$ cat config.mk
export PLATFORM = sky130hd
export DESIGN_NAME = tile_inj_arb
export DESIGN_NICKNAME = d
export VERILOG_FILES = /design/src/rtl/tile_inj_arb.sv
export SDC_FILE = /design/constraint.sdc
export NUM_CORES = 1
export LEC_CHECK = 0
export CORE_ASPECT_RATIO = 1.5
export CORE_MARGIN = 10
export CORE_UTILIZATION = 29
export DETAILED_ROUTE_END_ITERATION = 8
export GPL_ROUTABILITY_DRIVEN = 0
export PLACE_DENSITY = 0.94
export SYNTH_ARGS = -nofsm -noshare
export SYNTH_HDL_FRONTEND = slang
export SYNTH_SLANG_ARGS = --single-unit
$ cat constraint.sdc
create_clock -name clk_line -period 3.52 [get_ports clk_line]
set_input_delay 0.528 -clock clk_line [delete_from_list [all_inputs] [get_ports clk_line]]
set_output_delay 0.528 -clock clk_line [all_outputs]
set_load 0.01 [all_outputs]
$ cat src/rtl/tile_inj_arb.sv
// Packet-atomic, quota-limited round-robin arbiter feeding the tile router local input port.
// Optional mid-packet starvation watchdog is enabled by defining TILE_INJ_ARB_WDOG_EN.
module tile_inj_arb #(
    parameter int NREQ        = 4,
    parameter int BW          = 32,
    parameter int BWB         = BW / 8,
    parameter int QUOTA       = 2,
    parameter int WDOG_CYCLES = 256
) (
    input  logic                    clk_line,
    input  logic                    clk_line_rst_high,
    input  logic [NREQ-1:0]         req_TVALID,
    input  logic [NREQ*BW-1:0]      req_TDATA,
    input  logic [NREQ*BWB-1:0]     req_TKEEP,
    input  logic [NREQ-1:0]         req_TLAST,
    output logic [NREQ-1:0]         req_TREADY,
    output logic                    noc_TVALID,
    output logic [BW-1:0]           noc_TDATA,
    output logic [BWB-1:0]          noc_TKEEP,
    output logic                    noc_TLAST,
    input  logic                    noc_TREADY,
    output logic [$clog2(NREQ)-1:0] grant_id,
    output logic                    busy,
    input  logic                    wdog_clr,
    output logic [NREQ-1:0]         wdog_err
);

    localparam int GW = $clog2(NREQ);
    localparam int CW = $clog2(QUOTA + 1);
    localparam logic [GW-1:0] LAST_ID = GW'(NREQ - 1);
    localparam logic [CW-1:0] QUOTA_C = CW'(QUOTA);

    typedef enum logic {IDLE = 1'b0, LOCK = 1'b1} state_t;

    state_t          state;
    logic [GW-1:0]   sel;
    logic [CW-1:0]   served_cnt;
    logic [NREQ-1:0] mask;
    logic [NREQ-1:0] avail;
    logic [GW-1:0]   next_sel;
    logic [GW-1:0]   cand;
    logic            repeat_pick;
    logic            beat_acc;
    logic            accept_last;
    logic            wdog_fire;

    assign avail       = req_TVALID & ~mask;
    // served_cnt of zero means nobody has been served since reset, so it is never a repeat
    assign repeat_pick = (served_cnt != '0) && (served_cnt < QUOTA_C) && avail[sel];
    assign beat_acc    = noc_TVALID & noc_TREADY;
    assign accept_last = beat_acc & noc_TLAST;
    assign busy        = (state == LOCK);
    assign grant_id    = sel;

    // Descending loop so the closest requester after sel is the last (winning) assignment
    always_comb begin
        next_sel = sel;
        cand     = sel;
        for (int k = NREQ; k >= 1; k--) begin
            cand = GW'((int'(sel) + k) % NREQ);
            if (avail[cand]) next_sel = cand;
        end
    end

    always_comb begin
        noc_TVALID = 1'b0;
        noc_TDATA  = '0;
        noc_TKEEP  = '0;
        noc_TLAST  = 1'b0;
        req_TREADY = '0;
        if (state == LOCK) begin
            noc_TVALID      = req_TVALID[sel];
            noc_TDATA       = req_TDATA[int'(sel)*BW +: BW];
            noc_TKEEP       = req_TKEEP[int'(sel)*BWB +: BWB];
            noc_TLAST       = req_TLAST[sel];
            req_TREADY[sel] = noc_TREADY;
        end
    end

    always_ff @(posedge clk_line) begin
        if (clk_line_rst_high) begin
            state      <= IDLE;
            sel        <= LAST_ID;
            served_cnt <= '0;
        end else begin
            case (state)
                IDLE: begin
                    if (|avail) begin
                        state <= LOCK;
                        if (repeat_pick) begin
                            served_cnt <= served_cnt + CW'(1);
                        end else begin
                            sel        <= next_sel;
                            served_cnt <= CW'(1);
                        end
                    end
                end
                LOCK: begin
                    if (accept_last) begin
                        state <= IDLE;
                    end else if (wdog_fire) begin
                        state      <= IDLE;
                        served_cnt <= QUOTA_C;
                    end
                end
                default: state <= IDLE;
            endcase
        end
    end

`ifdef TILE_INJ_ARB_WDOG_EN
    localparam int WW = $clog2(WDOG_CYCLES + 1);
    localparam logic [WW-1:0] WDOG_LAST = WW'(WDOG_CYCLES - 1);

    logic [WW-1:0]   wdog_cnt;
    logic [NREQ-1:0] sel_onehot;

    assign sel_onehot = NREQ'(1) << sel;
    // Fires on the stall cycle that would bring the count to WDOG_CYCLES
    assign wdog_fire  = (state == LOCK) && !req_TVALID[sel] && (wdog_cnt == WDOG_LAST);
    assign wdog_err   = mask;

    always_ff @(posedge clk_line) begin
        if (clk_line_rst_high) begin
            wdog_cnt <= '0;
            mask     <= '0;
        end else begin
            if ((state != LOCK) || beat_acc || wdog_fire) begin
                wdog_cnt <= '0;
            end else if (!req_TVALID[sel]) begin
                wdog_cnt <= wdog_cnt + WW'(1);
            end
            mask <= (wdog_clr ? '0 : mask) | (wdog_fire ? sel_onehot : '0);
        end
    end
`else
    logic unused_wdog;

    assign unused_wdog = wdog_clr ^ WDOG_CYCLES[0];
    assign wdog_fire   = 1'b0;
    assign mask        = '0;
    assign wdog_err    = '0;
`endif

endmodule

==> impl_metrics.json, run 1 <==
{
  "outcome": "completed",
  "area_delta_synth_final_pct": 126,
  "fp.dieH_um": 112,
  "drt-vias-per-instance": 5.18,
  "syn_inst": 148,
  "dr.pass1.iters": 4,
  "timing.slew.headroom_pct": 39.5,
  "crit_path_start_kind": "flop",
  "power_density_nw_per_um2": 329,
  "cp-end-kind": "primary output",
  "yosysWarnings": 0,
  "initialDrtViolationCount": 118,
  "place_inst": 407,
  "ctsHoldBuffers": 0,
  "cts-resized-gates": 0,
  "drc": 0,
  "drive_gt1_share_pct": 15.5,
  "p_sw_uw": 429,
  "worstReg2RegStart": "grant_id[0]",
  "cp.arrival_ns": 2.45,
  "syn_avg_cell_area_um2": 11.2,
  "worst_slew_pin_slew_ns": 0.906,
  "synth_top_cell_by_area": "mux4_2",
  "place_area_um2": 3680,
  "synth_cell_types": 29,
  "min_from": "served_cnt[1]",
  "synth.area.top_cells": "mux4_2, and2_1, dfxtp_1, ha_1, mux2i_1",
  "cts_max_path_buffers": 2,
  "seqPwrFrac_pct": 14.5,
  "cts_tree": "done",
  "finClkSkew_ns": 0.00103,
  "crit_chain": "buf_4, mux2i_2, mux2i_1, and2_1, clkdlybuf4s50_1",
  "clk_pin_slew_worst_paths_ns": 0.03,
  "grt_first_pass_wirelength_um": 13400,
  "leakagePower_nw": 1.41,
  "netSwitchingFraction_pct": 34.9,
  "grt_pass1_vias": 2342,
  "antenna_found_initial": 0,
  "netlist_area_um2": 1650,
  "coreArea_um2": 5490,
  "critPathSlowestCell": "dfxtp_4",
  "antenna_cells": 0,
  "p_int_uw": 798,
  "max-cap-violations": 0,
  "die_x_um": 81.6,
  "p_comb_share_pct": 77.0,
  "p_clk_share_pct": 8.5,
  "vdd_drop_max_mv": 0.433,
  "htree_num_levels": 1,
  "drt.antenna.violating_nets": 0,
  "postCtsSetupBuffers": 0,
  "final_cell_mix": "clkdlybuf4s50_1, and2_1, mux4_2, nor2_1",
  "dieArea_um2": 9180,
  "rsz0062_at_grt": "false",
  "final_common_cell": "clkdlybuf4s50_1",
  "num_vias": 2128,
  "grt_max_degree": 43,
  "setup-violations-final": 0,
  "tns_ns": 0,
  "hpwl_um": 7990,
  "nets": 503,
  "whs_path_depth": 2,
  "clkLatencyLatePin_ns": 0.22,
  "synth_seq_cells": 5,
  "worstSetupPathType": "flop to primary output",
  "cp_data_required_time_ns": 2.99,
  "io_buffers": 199,
  "hold_class": "flop to flop",
  "reg2reg_depth": 6,
  "finalMaxSlewViolations": 0,
  "fmax_mhz": 336,
  "overflow": 0,
  "crit_path_max_incr_delay_ns": 0.84,
  "r2r-end": "grant_id[0]",
  "final_area_um2": 3730,
  "synth_top_area_share_pct": 51.8,
  "grt_use_total_pct": 19.0,
  "finalCritPeriodShare_pct": 84.6,
  "hold_viol": 0,
  "ctsRootBufferMaster": "clkbuf_8",
  "rrSetupSlack_ns": 0.72,
  "crit_fanout": 42,
  "numCtsBuffers": 3,
  "routed_wl_um": 9200,
  "fill_cells": 425,
  "initial_core_util_pct": 30.1,
  "clock-sinks": 5,
  "routedWlPerCell_um": 22.4,
  "rows": 33,
  "finalNonFillerCells": 411,
  "holdPathEnd": "served_cnt[1]",
  "ys_seq_area_share_pct": 6.06,
  "period_needed_ns": 2.98,
  "io_pins": 205
}
==> flip-flops by register name, summed over array words and instances, names as in the netlist <==
register / flops
served_cnt: 2
grant_id: 2
busy: 1
==> how the worst max path moves through the flow <==
stage / start / to / slack [ns] / cells past startpoint
after floorplan: grant_id[1] / grant_id[0] / 1.29 / 7
after global placement: grant_id[0] / grant_id[0] / 0.73 / 6
after detailed placement: grant_id[0] / grant_id[0] / 0.71 / 6
after CTS: grant_id[0] / noc_TVALID / 0.51 / 5
after global routing: grant_id[0] / noc_TVALID / 0.36 / 5
final: grant_id[0] / noc_TVALID / 0.54 / 5
==> layout make-up <==
type | instances | area [um^2] | area share [%]
inverters | 3 | 11.3 | 0.302
clock buffers | 4 | 45.0 | 1.21
flip-flops and latches | 5 | 105 | 2.82
multi-input cells | 125 | 1450 | 38.9
repair buffers | 204 | 2030 | 54.4
well taps | 70 | 87.6 | 2.35
==> cell families (layout without fill, tap and decap cells) <==
kind of cell	count (synthesis)	count (layout)	share of synthesized area [%]
AO/OA/AOI/OAI	10	10	5.08
adder cells (fa/ha/maj)	5	5	3.79
buffers and inverters	21	211	6.82
flip-flops	5	5	6.06
multiplexers	44	44	56.4
other	1	4	0.227
AND/OR/NAND/NOR	62	62	21.6
==> routing by layer <==
metal | track usage, % | wire length, um | part of all wire (%) | vias up
met5 | 0 | 0 | 0 | -
met4 | 4.78 | 231 | 2.5 | 0
met3 | 5.83 | 777 | 8.4 | 20
met2 | 36.4 | 5280 | 57 | 123
met1 | 18.7 | 2920 | 32 | 1027
li1 | - | - | - | 958
==> cell usage after synthesis <==
cell type and instances:
and2_1 39, mux4_2 38, nor2_1 8, buf_2 6
clkbuf_1 6, buf_4 5, dfxtp_1 5, ha_1 5
and3_1 4, mux2i_1 4, inv_1 3, nor3_1 3
a211oi_1 2, a21oi_1 2, nand2_1 2, nand3_1 2
nor2b_1 2, a211o_1 1, a21oi_2 1, a32oi_1 1
buf_6 1, conb_1 1, mux2i_2 1, mux2i_4 1
nand2b_1 1, o2111ai_2 1, o21a_1 1, o22a_2 1
or3_1 1
==> through the flow <==
step / setup slack (ns) / power (mW) / util [%] / hold WS (ns)
after global placement: 0.734 / 1.11 / 67.1 / 0.477
final: 0.542 / 1.23 / 67.9 / 0.495
after global routing: 0.355 / 1.31 / 67.9 / 0.548
after CTS: 0.510 / 1.24 / 67.9 / 0.503
after detailed placement: 0.713 / 1.13 / 67.1 / 0.495
after floorplan: 1.29 / 0.691 / - / 0.460
==> power groups by stage <==
stage	clock, mW	sequential [mW]	combinational [mW]
detailed placement	0	0.183	0.943
global route	0.113	0.195	1.00
floorplan	0	0.0822	0.608
global placement	0	0.183	0.923
finish	0.104	0.178	0.944
CTS	0.106	0.183	0.951
==> worst max-delay path, delay by kind of cell (launching register included) <==
| family | cells | cell delay (ns) |
|---|---|---|
| buf+inv | 2 | 0.78 |
| flops | 1 | 0.84 |
| mux | 2 | 0.41 |
| simple gates | 1 | 0.17 |
(Power assumes the default switching activity.)
==> run 2, diff against run 1 <==
- CORE_UTILIZATION: 29 -> 24
- PLACE_DENSITY: 0.94 -> 0.83
- clock period: 3.52 -> 2.4 ns (I/O delays scaled with it)
==> impl_metrics.json, run 2 (same netlist as run 1, synthesis figures left out) <==
{
  "initial_core_util_pct": 24.4,
  "finalMaxSlewViolations": 0,
  "cp.arrival_ns": 1.98,
  "dieArea_um2": 10700,
  "overflow": 0,
  "final_util_pct": 57.3,
  "final_common_cell": "clkdlybuf4s50_1",
  "final_cell_mix": "clkdlybuf4s50_1, and2_1, mux4_2, nor2_1, buf_4",
  "r2r-end": "grant_id[0]",
  "antenna_found_initial": 0,
  "clock-sinks": 5,
  "io_buffers": 199,
  "htree_num_levels": 1,
  "drt-vias-per-instance": 4.96,
  "dp_slack_ns": 0.0790,
  "clkLatencyLatePin_ns": 0.22,
  "hold_viol": 0,
  "routed_wl_um": 9460,
  "clk_pin_slew_worst_paths_ns": 0.04,
  "reg2reg_depth": 6,
  "vdd_drop_max_mv": 0.376,
  "cts_tree": "done",
  "ctsRootBufferMaster": "clkbuf_8",
  "leakagePower_nw": 1.55,
  "worstReg2RegStart": "grant_id[0]",
  "rrSetupSlack_ns": 0.19,
  "period_needed_ns": 2.34,
  "min_from": "served_cnt[1]",
  "max-cap-violations": 0,
  "io_pins": 205,
  "drt-met1-wl_um": 3230,
  "grt_first_pass_wirelength_um": 13300,
  "hold_ws_ns": 0.496,
  "finalCritPeriodShare_pct": 97.5,
  "rsz0062_at_grt": "true",
  "hold_class": "flop to flop",
  "area_delta_synth_final_pct": 135,
  "finClkSkew_ns": 0.000124,
  "startpoint": "grant_id[0]",
  "fill_cells": 606,
  "place_inst": 422,
  "routedWlPerCell_um": 22.2,
  "worstSetupPathType": "flop to primary output",
  "crit_fanout": 12,
  "critPathCapture": "noc_TDATA[28]",
  "numCtsBuffers": 3,
  "antenna_cells": 0,
  "fmax_mhz": 427,
  "fp.dieH_um": 122,
  "cp-end-kind": "primary output",
  "num_vias": 2116,
  "drc": 0,
  "dr_wl_met3_um": 579,
  "initialDrtViolationCount": 83,
  "route.met2.wl_um": 5620,
  "drive_gt1_share_pct": 17.5,
  "nets": 511,
  "grt_max_degree": 38,
  "drt.antenna.violating_nets": 0,
  "cp_data_required_time_ns": 2.04,
  "hpwl_um": 8350,
  "grt_pass1_vias": 2250,
  "die_x_um": 87.7,
  "dr.pass1.iters": 4,
  "outcome": "completed",
  "power_density_nw_per_um2": 494,
  "finalNonFillerCells": 427,
  "top_layer": "met4",
  "cts_max_path_buffers": 2,
  "rows": 37,
  "coreArea_um2": 6760,
  "crit_path_start_kind": "flop",
  "fin_ws_ns": 0.0597,
  "grt_use_total_pct": 15.9,
  "tns_ns": 0,
  "setup-violations-final": 0
}
-- run 2: cell types whose count changed in the layout (fill, tap and decap cells not counted) --
cell             before  now
buf_12                0    4
buf_4                 5    8
clkbuf_16             0    1
clkdlybuf4s50_1     199  193
dlygate4sd2_1         0    2
dlymetal6s2s_1        0    4
-- run 2: per-stage QoR --
| step | power [mW] | area (um^2) |
|---|---|---|
| after floorplan | 1.01 | 1660 |
| after global placement | 1.70 | 3780 |
| after detailed placement | 1.74 | 3780 |
| after CTS | 1.90 | 3830 |
| after global routing | 2.04 | 3870 |
| final | 1.91 | 3870 |
-- run 2: how the worst min path moves through the flow --
stage | slack [ns] | end | depth (start not counted)
finish | 0.50 | served_cnt[1] | 2
detailed placement | 0.49 | served_cnt[1] | 2
CTS | 0.50 | served_cnt[1] | 2
floorplan | 0.43 | busy | 1
global route | 0.54 | served_cnt[1] | 2
global placement | 0.48 | served_cnt[1] | 2
-- run 2: timing repair --
item	in CTS	in global routing
setup buffers	0	0
hold buffers	0	0
resized for setup	4	6
pin swaps	0	0
setup endpoints to repair	12	17
cloned	0	1
-- run 2: layer usage --
metal  vias up  GRT usage [%]
met1      1055           16.2
met5         -              0
met3         2           3.67
li1        972              -
met4         0          0.800
met2        87           32.3
-- run 2: layout make-up --
class,instances,area (um^2),share of cell area [%]
Sequential cell,5,105,2.71
Tap cell,78,97.6,2.52
Multi-Input combinational cell,125,1450,37.4
Inverter,3,11.3,0.291
Timing Repair Buffer,212,2160,55.9
Clock buffer,4,45.0,1.16
-- run 2: worst max-delay path: stages (launching register included) --
cell,delay (ns)
dfxtp_4,0.41
buf_12,0.18
mux4_2,0.51
and2_1,0.18
clkdlybuf4s50_1,0.48
-- run 2: where the power goes --
| group | leakage, nW | internal [mW] | switching, mW |
|---|---|---|---|
| combinational | 1.48 | 1.05 | 0.578 |
| clock | 0.0228 | 0.114 | 0.0415 |
| sequential | 0.0414 | 0.103 | 0.0293 |
==> run 3, diff against run 2 <==
- CTS_BUF_LIST: default -> sky130_fd_sc_hd__clkbuf_4 sky130_fd_sc_hd__clkbuf_8 sky130_fd_sc_hd__clkbuf_16
==> impl_metrics.json, run 3 (same netlist as run 1, synthesis figures left out) <==
{
  "outcome": "completed",
  "routed_wl_um": 9480,
  "cp.arrival_ns": 1.98,
  "top_layer": "met4",
  "final_common_cell": "clkdlybuf4s50_1",
  "io_buffers": 199,
  "dp_slack_ns": 0.0790,
  "cts_tree": "done",
  "period_needed_ns": 2.34,
  "tns_ns": 0,
  "numCtsBuffers": 3,
  "hold_viol": 0,
  "dieArea_um2": 10700,
  "vdd_drop_max_mv": 0.372,
  "drt.antenna.violating_nets": 0,
  "leakagePower_nw": 1.55,
  "antenna_found_initial": 0,
  "io_pins": 205,
  "reg2reg_depth": 6,
  "clk_pin_slew_worst_paths_ns": 0.04,
  "grt_use_total_pct": 16.0,
  "finalNonFillerCells": 427,
  "finClkSkew_ns": 0.000344,
  "p_total_mw": 1.93,
  "drt-met1-wl_um": 3220,
  "dr.pass1.iters": 4,
  "power_density_nw_per_um2": 497,
  "initialDrtViolationCount": 78,
  "max-cap-violations": 0,
  "grt_max_degree": 38,
  "crit_fanout": 12,
  "cp_data_required_time_ns": 2.04,
  "p_clk_share_pct": 8.7,
  "finalCritPeriodShare_pct": 97.5,
  "drt-vias-per-instance": 4.97,
  "drc": 0,
  "worstSetupPathType": "flop to primary output",
  "dr_wl_met3_um": 589,
  "hold_class": "flop to flop",
  "route.met2.wl_um": 5640,
  "finalMaxSlewViolations": 0,
  "ctsRootBufferMaster": "clkbuf_8",
  "rows": 37,
  "setup-violations-final": 0,
  "coreArea_um2": 6760,
  "antenna_cells": 0,
  "crit_path_start_kind": "flop",
  "drive_gt1_share_pct": 17.8,
  "clock-sinks": 5,
  "netSwitchingFraction_pct": 33.7,
  "die_x_um": 87.7,
  "fp.dieH_um": 122,
  "fin_ws_ns": 0.0591,
  "fmax_mhz": 427,
  "p_int_mw": 1.28,
  "htree_num_levels": 1,
  "cp-end-kind": "primary output",
  "hold_ws_ns": 0.496,
  "num_vias": 2123,
  "grt_pass1_vias": 2255,
  "whs_path_depth": 2,
  "cts_max_path_buffers": 2,
  "area_delta_synth_final_pct": 135,
  "p_sw_uw": 649,
  "place_inst": 422,
  "nets": 511,
  "rsz0062_at_grt": "true",
  "clkLatencyLatePin_ns": 0.22,
  "grt_first_pass_wirelength_um": 13300,
  "final_cell_mix": "clkdlybuf4s50_1, and2_1, mux4_2, nor2_1, buf_4",
  "overflow": 0,
  "initial_core_util_pct": 24.4,
  "p_comb_share_pct": 84.4,
  "routedWlPerCell_um": 22.2,
  "hpwl_um": 8350,
  "seqPwrFrac_pct": 6.9
}
[run 3: timing repair]
action | CTS | global route
gates cloned | 0 | 1
setup buffers | 0 | 0
resized for setup | 4 | 6
endpoints found under the setup margin | 12 | 17
hold buffers | 0 | 0
[run 3: worst paths after layout]
kind,startpoint,endpoint,slack (ns)
min,served_cnt[1],served_cnt[1],0.50
max,grant_id[0],noc_TDATA[28],0.06
min reg2reg,served_cnt[1],served_cnt[1],0.50
max reg2reg,grant_id[0],grant_id[0],0.18
[run 3: metal layers]
| layer | GRT usage (%) | vias up |
|---|---|---|
| met5 | 0 | - |
| met4 | 0.800 | 0 |
| met3 | 3.67 | 2 |
| met2 | 32.5 | 89 |
| met1 | 16.2 | 1061 |
| li1 | - | 971 |
[run 3: final cells by class]
cell class              instances  area (um^2)
inverters                       3         11.3
clock buffers                   4         48.8
fillers                       607         2880
flip-flops and latches          5          105
well taps                      78         97.6
repair buffers                212         2160
multi-input cells             125         1450
[run 3: worst max-delay path, cell delays in order (launching register included)]
cell and delay [ns]:
dfxtp_4 0.41, buf_12 0.18, mux4_2 0.51, and2_1 0.18, clkdlybuf4s50_1 0.48
[run 3: through the flow]
stage | utilization (%) | cell area (um^2)
2_1_floorplan | - | 1660
3_3_place_gp | 55.9 | 3780
3_5_place_dp | 55.9 | 3780
4_1_cts | 56.7 | 3830
5_1_grt | 57.4 | 3880
6_report | 57.4 | 3880
[run 3: power groups by stage]
stage / clock network [mW] / logic [mW] / registers, mW
6_report: 0.167 / 1.63 / 0.133
5_1_grt: 0.176 / 1.74 / 0.137
4_1_cts: 0.171 / 1.62 / 0.127
3_5_place_dp: 0 / 1.61 / 0.125
3_3_place_gp: 0 / 1.57 / 0.125
2_1_floorplan: 0 / 0.892 / 0.121
